$ cat config.mk
export PLATFORM = sky130hd
export DESIGN_NAME = mul_iterative_unit
export DESIGN_NICKNAME = d
export VERILOG_FILES = /design/src/rtl/mul_iterative_unit.sv
export SDC_FILE = /design/constraint.sdc
export NUM_CORES = 2
export LEC_CHECK = 0
export ABC_AREA = 1
export CORE_AREA = 2 2 340 342
export CTS_BUF_LIST = sky130_fd_sc_hd__clkbuf_16
export CTS_CLUSTER_DIAMETER = 50
export DETAILED_ROUTE_END_ITERATION = 6
export DIE_AREA = 0 0 342 344
export PLACE_DENSITY = 0.64
export SETUP_SLACK_MARGIN = 0.5
export SYNTH_ARGS = -nofsm -noshare
export SYNTH_HDL_FRONTEND = slang
export SYNTH_SLANG_ARGS = --single-unit
$ cat constraint.sdc
create_clock -name Clk -period 38.4 [get_ports Clk]
set_clock_uncertainty 0.15 [all_clocks]
set_input_delay 7.68 -clock Clk [delete_from_list [all_inputs] [get_ports Clk]]
set_output_delay 7.68 -clock Clk [all_outputs]
set_load 0.05 [all_outputs]
$ cat src/rtl/mul_iterative_unit.sv
// Iterative shift-add RV64M multiply unit.
// The operands are converted to magnitudes when a request is accepted. Each
// CALC cycle then retires BITS_PER_CYCLE multiplier bits into a double-width
// accumulator. When the unit enters DONE, the product is conditionally negated
// and the requested half is selected. For MULW the low word is sign-extended
// instead.
// XLEN must be even, at least 32, and a multiple of BITS_PER_CYCLE (1, 2 or 4).
module mul_iterative_unit #(
    parameter int XLEN           = 64,
    parameter int BITS_PER_CYCLE = 2,
    parameter bit OPW_EN         = 1'b1
) (
    input  logic            Clk,
    input  logic            Rst,
    input  logic            Flush,
    input  logic            InValid,
    output logic            InReady,
    input  logic [XLEN-1:0] MultiplicandIn,
    input  logic [XLEN-1:0] MultiplierIn,
    input  logic [6:0]      OpCodeIn,
    input  logic [2:0]      Funct3In,
    output logic            OutValid,
    input  logic            OutReady,
    output logic [XLEN-1:0] ResultOut
);

    localparam logic [6:0] OPC_OP     = 7'b0110011;
    localparam logic [6:0] OPC_OP32   = 7'b0111011;
    localparam int         PW         = 2 * XLEN;
    localparam int         STEPS_FULL = XLEN / BITS_PER_CYCLE;
    localparam int         STEPS_W    = 32 / BITS_PER_CYCLE;
    localparam int         CNT_W      = $clog2(STEPS_FULL + 1);

    typedef enum logic [1:0] {
        ST_IDLE,
        ST_CALC,
        ST_DONE
    } state_e;

    typedef enum logic [2:0] {
        OP_MUL,
        OP_MULH,
        OP_MULHSU,
        OP_MULHU,
        OP_MULW,
        OP_BAD
    } op_e;

    state_e          state_q;
    op_e             op_q;
    logic            neg_q;
    logic [CNT_W-1:0] cnt_q;
    logic [PW-1:0]   acc_q;
    logic [PW-1:0]   mcand_q;
    logic [XLEN-1:0] mplier_q;
    logic            in_ready_q;
    logic            out_valid_q;
    logic [XLEN-1:0] result_q;

    op_e             op_d;
    logic            sign_a;
    logic            sign_b;
    logic            neg_d;
    logic [XLEN-1:0] mag_a;
    logic [XLEN-1:0] mag_b;
    logic [CNT_W-1:0] cnt_init;

    logic [PW-1:0]   partial;
    logic [PW-1:0]   acc_d;
    logic [PW-1:0]   mcand_d;
    logic [XLEN-1:0] mplier_d;
    logic [CNT_W-1:0] cnt_d;
    logic [PW-1:0]   prod;
    logic [XLEN-1:0] result_d;

    assign InReady   = in_ready_q;
    assign OutValid  = out_valid_q;
    assign ResultOut = result_q;

    // Decode the incoming request and reduce signed operands to magnitudes.
    always_comb begin
        // NOTE: every combinational output gets a default first so no path leaves it unassigned (no latch).
        op_d = OP_BAD;
        if (OpCodeIn == OPC_OP) begin
            case (Funct3In)
                3'b000:  op_d = OP_MUL;
                3'b001:  op_d = OP_MULH;
                3'b010:  op_d = OP_MULHSU;
                3'b011:  op_d = OP_MULHU;
                default: op_d = OP_BAD;
            endcase
        end else if (OPW_EN && OpCodeIn == OPC_OP32 && Funct3In == 3'b000) begin
            op_d = OP_MULW;
        end

        // The low product bits do not depend on signedness, so only the high-half ops sign-adjust.
        sign_a = (op_d == OP_MULH || op_d == OP_MULHSU) && MultiplicandIn[XLEN-1];
        sign_b = (op_d == OP_MULH) && MultiplierIn[XLEN-1];
        // The negation of -2^(XLEN-1) is the same bit pattern, which is correct read as unsigned 2^(XLEN-1).
        mag_a  = sign_a ? -MultiplicandIn : MultiplicandIn;
        mag_b  = sign_b ? -MultiplierIn : MultiplierIn;
        neg_d  = sign_a ^ sign_b;

        cnt_init = (op_d == OP_MULW) ? CNT_W'(STEPS_W) : CNT_W'(STEPS_FULL);
    end

    // Compute one shift-add step and the post-processed result from its outcome.
    always_comb begin
        partial = '0;
        for (int j = 0; j < BITS_PER_CYCLE; j++) begin
            if (mplier_q[j]) begin
                partial = partial + (mcand_q << j);
            end
        end
        acc_d    = acc_q + partial;
        mcand_d  = mcand_q << BITS_PER_CYCLE;
        mplier_d = mplier_q >> BITS_PER_CYCLE;
        cnt_d    = cnt_q - CNT_W'(1);

        prod = neg_q ? -acc_d : acc_d;
        case (op_q)
            OP_MUL:                       result_d = prod[XLEN-1:0];
            OP_MULH, OP_MULHSU, OP_MULHU: result_d = prod[PW-1:XLEN];
            OP_MULW:                      result_d = {{(XLEN-32){prod[31]}}, prod[31:0]};
            default:                      result_d = '0;
        endcase
    end

    // Control FSM. It owns all state, the datapath registers and the registered handshake outputs.
    always_ff @(posedge Clk or posedge Rst) begin
        // NOTE: sequential state uses non-blocking assignments only, so every register samples pre-edge values.
        if (Rst) begin
            // NOTE: the datapath registers are reset too, so that no X or stale value survives an abort.
            state_q     <= ST_IDLE;
            op_q        <= OP_MUL;
            neg_q       <= 1'b0;
            cnt_q       <= '0;
            acc_q       <= '0;
            mcand_q     <= '0;
            mplier_q    <= '0;
            in_ready_q  <= 1'b1;
            out_valid_q <= 1'b0;
            result_q    <= '0;
        end else if (Flush) begin
            // Abort without touching ResultOut. A DONE result is dropped even if OutReady is high.
            state_q     <= ST_IDLE;
            in_ready_q  <= 1'b1;
            out_valid_q <= 1'b0;
        end else begin
            case (state_q)
                ST_IDLE: begin
                    if (InValid) begin
                        op_q       <= op_d;
                        neg_q      <= neg_d;
                        cnt_q      <= cnt_init;
                        acc_q      <= '0;
                        mcand_q    <= {{XLEN{1'b0}}, mag_a};
                        mplier_q   <= mag_b;
                        in_ready_q <= 1'b0;
                        state_q    <= ST_CALC;
                    end
                end
                ST_CALC: begin
                    acc_q    <= acc_d;
                    mcand_q  <= mcand_d;
                    mplier_q <= mplier_d;
                    cnt_q    <= cnt_d;
                    if (cnt_d == '0) begin
                        result_q    <= result_d;
                        out_valid_q <= 1'b1;
                        state_q     <= ST_DONE;
                    end
                end
                ST_DONE: begin
                    if (OutReady) begin
                        out_valid_q <= 1'b0;
                        in_ready_q  <= 1'b1;
                        state_q     <= ST_IDLE;
                    end
                end
                default: begin
                    state_q <= ST_IDLE;
                end
            endcase
        end
    end

endmodule

==> results by group <==
Clock tree
  – Cts bufs inserted: 77
  – # Post-CTS Setup Buffers: 0
  – Clk sink count: 398
  – Hold Buf Count CTS: 0
  – Clock tree buffer depth: 3
  – Post-CTS resize count: 0
  – CTS tree: yes
  – Worst-Skew Late Latency: 710 ps
  – Clock transition at path regs: 60 ps
  – CTS H-tree depth: 3
  – Root Buffer: clkbuf_16

Cells and area
  – Area occupied by multi-input gates: 0.0339 mm^2
  – Final Core Density: 50.3%
  – Nets: 9823
  – Fill count: 12.5k
  – Share of cells above drive strength 1: 5.17%
  – Commonest non-fill, non-tap cell in the layout: nand2_1
  – FF/Latch Area: 0.00997 mm^2
  – Commonest non-fill, non-tap cells in the layout: nand2_1, inv_1, nor2_1, o21ai_0, a21oi_1
  – Synth-to-Final Area Change: 12.4%

STA
  – Setup-failing EPs final: 0
  – Post-layout min period: 10600 ps
  – Fin. Hold Viols: 0
  – RSZ-0062 raised after global routing: false
  – Worst-margin pin slew: 1480 ps
  – Final Max Tran Viols: 0
  – Min Hold Slack: 325 ps
  – Rel. slew slack: 0.403%
  – Setup TNS: 0 ps
  – Tcrit/Tclk final: 27.6%
  – FMAX: 94.3 MHz

Synth
  – Distinct cells, synth: 64
  – Multiplexer area fraction after synthesis: 0%
  – Net count of the mapped netlist: 9687
  – #FFs+latches synth: 398
  – Dominant cells by area after synthesis: nand2_1, dfrtp_1, inv_1, nor2_1, o21ai_0
  – Compound-cell area share of the yosys netlist: 16.8%
  – Synth Cell Area: 0.0510 mm^2
  – Largest family of logic cells by synthesized area: simple AND/OR/NAND/NOR gates
  – Average size of a mapped cell: 5.46 um^2
  – Yosys top cell by area: nand2_1
  – Xor/xnor share of the synthesized area: 3.47%
  – Sequential area share after synthesis: 19.5%
  – Yosys top cell area share: 23.7%
  – FFs w/ async S/R, synth: 100%
  – Synth warn: 0
  – Synth Flop Type: dfrtp_1
  – Synth Area in Adders: 5.11%
  – EDFF count, synth: 0
  – Cells after synthesis: 9337
  – Synth Area in Simple Gates: 41.0%

Placement
  – GP Congestion: 1.10
  – Post-DP HPWL: 217 mm
  – I/O Buffers: 208

GRT
  – Vias in the first global route: 57.0k
  – Grt ovf: 0
  – Largest net degree at the start of global routing: 118
  – First-pass GRT wire length: 372 mm
  – Total GRT Usage: 42.8%
  – Antenna violations before repair: 12

Route
  – Vias per inst: 5.64
  – DR WL/cell: 23.4 um
  – Initial drt markers: 7435
  – # DRC: 16
  – DRT Pass-1 Iters: 7
  – Post-route antenna net violation count: 0
  – Via count: 62.4k
  – WL final: 259 mm

Floorplan
  – Initial Utilization: 44.8%
  – Core box area: 0.114 mm^2
  – Die Ht: 344 um
  – DIE AREA: 0.118 mm^2
  – Die width: 342 um
  – Top-Level Pins: 209
  – # rows: 124

Setup path
  – CP Class: in -> reg
  – CP max FO: 5
  – Max stage delay cell, worst path: clkdlybuf4s50_1
  – Crit path DAT: 10980 ps
  – Req. time, crit path: 38770 ps
  – Largest stage delay on the critical path: 490 ps
  – Crit. End Element: flop
  – Setup crit start kind: input pin
  – Worst Path Buf+Inv: 2
  – CP top delay family: simple AND/OR/NAND/NOR gates
  – Crit path cell chain: clkdlybuf4s50_1 > nor2_1 > nand4_1 > or2_2 > nor3_1 > inv_1 > nor2_1 > nand3_1 > o41ai_1 > nand2_1 > a21oi_1 > o21ai_0 > o211ai_1 > o21ai_0

Power
  – P_leak: 30.2 nW
  – Max VDD drop: 0.0000508 V
  – Pwr dens: 81.9 mW/mm^2

Outcome
  – Status: finished with violations
  – Failing checks: DRC, capacitance limit

Hold path
  – Worst min path class: reg -> reg

Job
  – Max-cap violation count: 2
==> cell families after synthesis <==
group,Yosys count
adders and majority gates,207
DFF,398
and+or+nand+nor,5077
xor gates and xnor gates,197
AOI/OAI and AO/OA,1556
buffers and inverters,1902
==> final timing paths <==
| kind | from | end | slack, ps | cells past startpoint |
|---|---|---|---|---|
| setup / recovery | MultiplicandIn[11] | mcand_q[60]$_DFFE_PP0P_ | 27800 | 14 |
| hold / removal | ResultOut[48]$_DFFE_PP0P_ | ResultOut[48]$_DFFE_PP0P_ | 330 | 2 |
| setup reg to reg | mplier_q[0]$_DFFE_PP0P_ | ResultOut[51]$_DFFE_PP0P_ | 28370 | 35 |
| hold reg to reg | ResultOut[48]$_DFFE_PP0P_ | ResultOut[48]$_DFFE_PP0P_ | 330 | 2 |
| max in group asynchronous | Rst | acc_q[104]$_DFFE_PP0P_ | 28350 | 4 |
| min in group asynchronous | Rst | OutValid$_DFFE_PP0P_ | 7300 | 2 |
==> layer usage <==
metal,up-vias,wire length [um],part of all wire (%),track usage [%]
met5,-,212,0.082,1.00
met4,10,19100,7.4,26.7
met3,716,28900,11,10.3
met2,3474,107000,41,64.3
met1,28600,103000,40,55.1
li1,29600,-,-,-
==> worst reg2reg max path, delay by kind of cell, from the launching register on <==
family / cells / cell delay (ps)
flops: 1 / 580
simple gates: 21 / 4750
fa+ha+maj: 2 / 670
buf+inv: 4 / 970
compound gates: 7 / 2670
xor+xnor: 1 / 110
==> report_power, final <==
part | internal [W] | switching (W) | total (W) | leakage [nW]
logic | 0.000806 | 0.00244 | 0.00325 | 23.7
registers | 0.000553 | 0.000151 | 0.000704 | 5.26
clock network | 0.000452 | 0.000287 | 0.000739 | 1.34
==> flip-flops by register name (all words and copies together), names as in the netlist <==
register / count
InReady: 1
op_q: 3
cnt_q: 6
OutValid: 1
state_q: 2
mplier_q: 64
mcand_q: 128
neg_q: 1
acc_q: 128
ResultOut: 64
==> cells in the mapped netlist, types with 11 or more instances <==
cell	n
nand2_2	75
nand3_1	436
o221ai_1	29
inv_1	1656
o21ai_1	57
o21ai_0	698
buf_1	19
inv_2	51
o21a_1	26
nor3_2	15
nand3b_1	28
nand3_2	21
clkbuf_1	151
nand4_1	69
a31oi_1	34
o31ai_1	11
o211ai_1	58
ha_1	205
nor2_1	971
nor4_1	32
dfrtp_1	397
xor2_1	142
buf_2	14
nor2_4	12
xnor2_1	49
o22ai_1	88
a21oi_2	17
o21bai_1	21
or2_2	29
nor3_1	73
a21oi_1	472
nor2_2	62
nand2_1	3224
==> final cells by class <==
cell class / instances / area share (%)
antenna: 6 / 0.0262
timing repair buffer: 247 / 4.14
clock buffer: 77 / 3.36
tap: 1512 / 3.30
clock inverter: 64 / 1.43
sequential: 398 / 17.4
multi-input combinational: 7037 / 59.1
inverter: 1712 / 11.2
==> stage by stage <==
stage                     instances  total power, W  cell area, um^2  setup WS, ps
final                         11100         0.00469            57300         27800
after global routing          11000         0.00494            57300         27460
after CTS                     11000         0.00454            57300         27830
after detailed placement      10900         0.00379            54600         27090
after global placement        10900         0.00376            54600         27000
after floorplan                9337         0.00262            51000         19500
(Power assumes the default switching activity.)
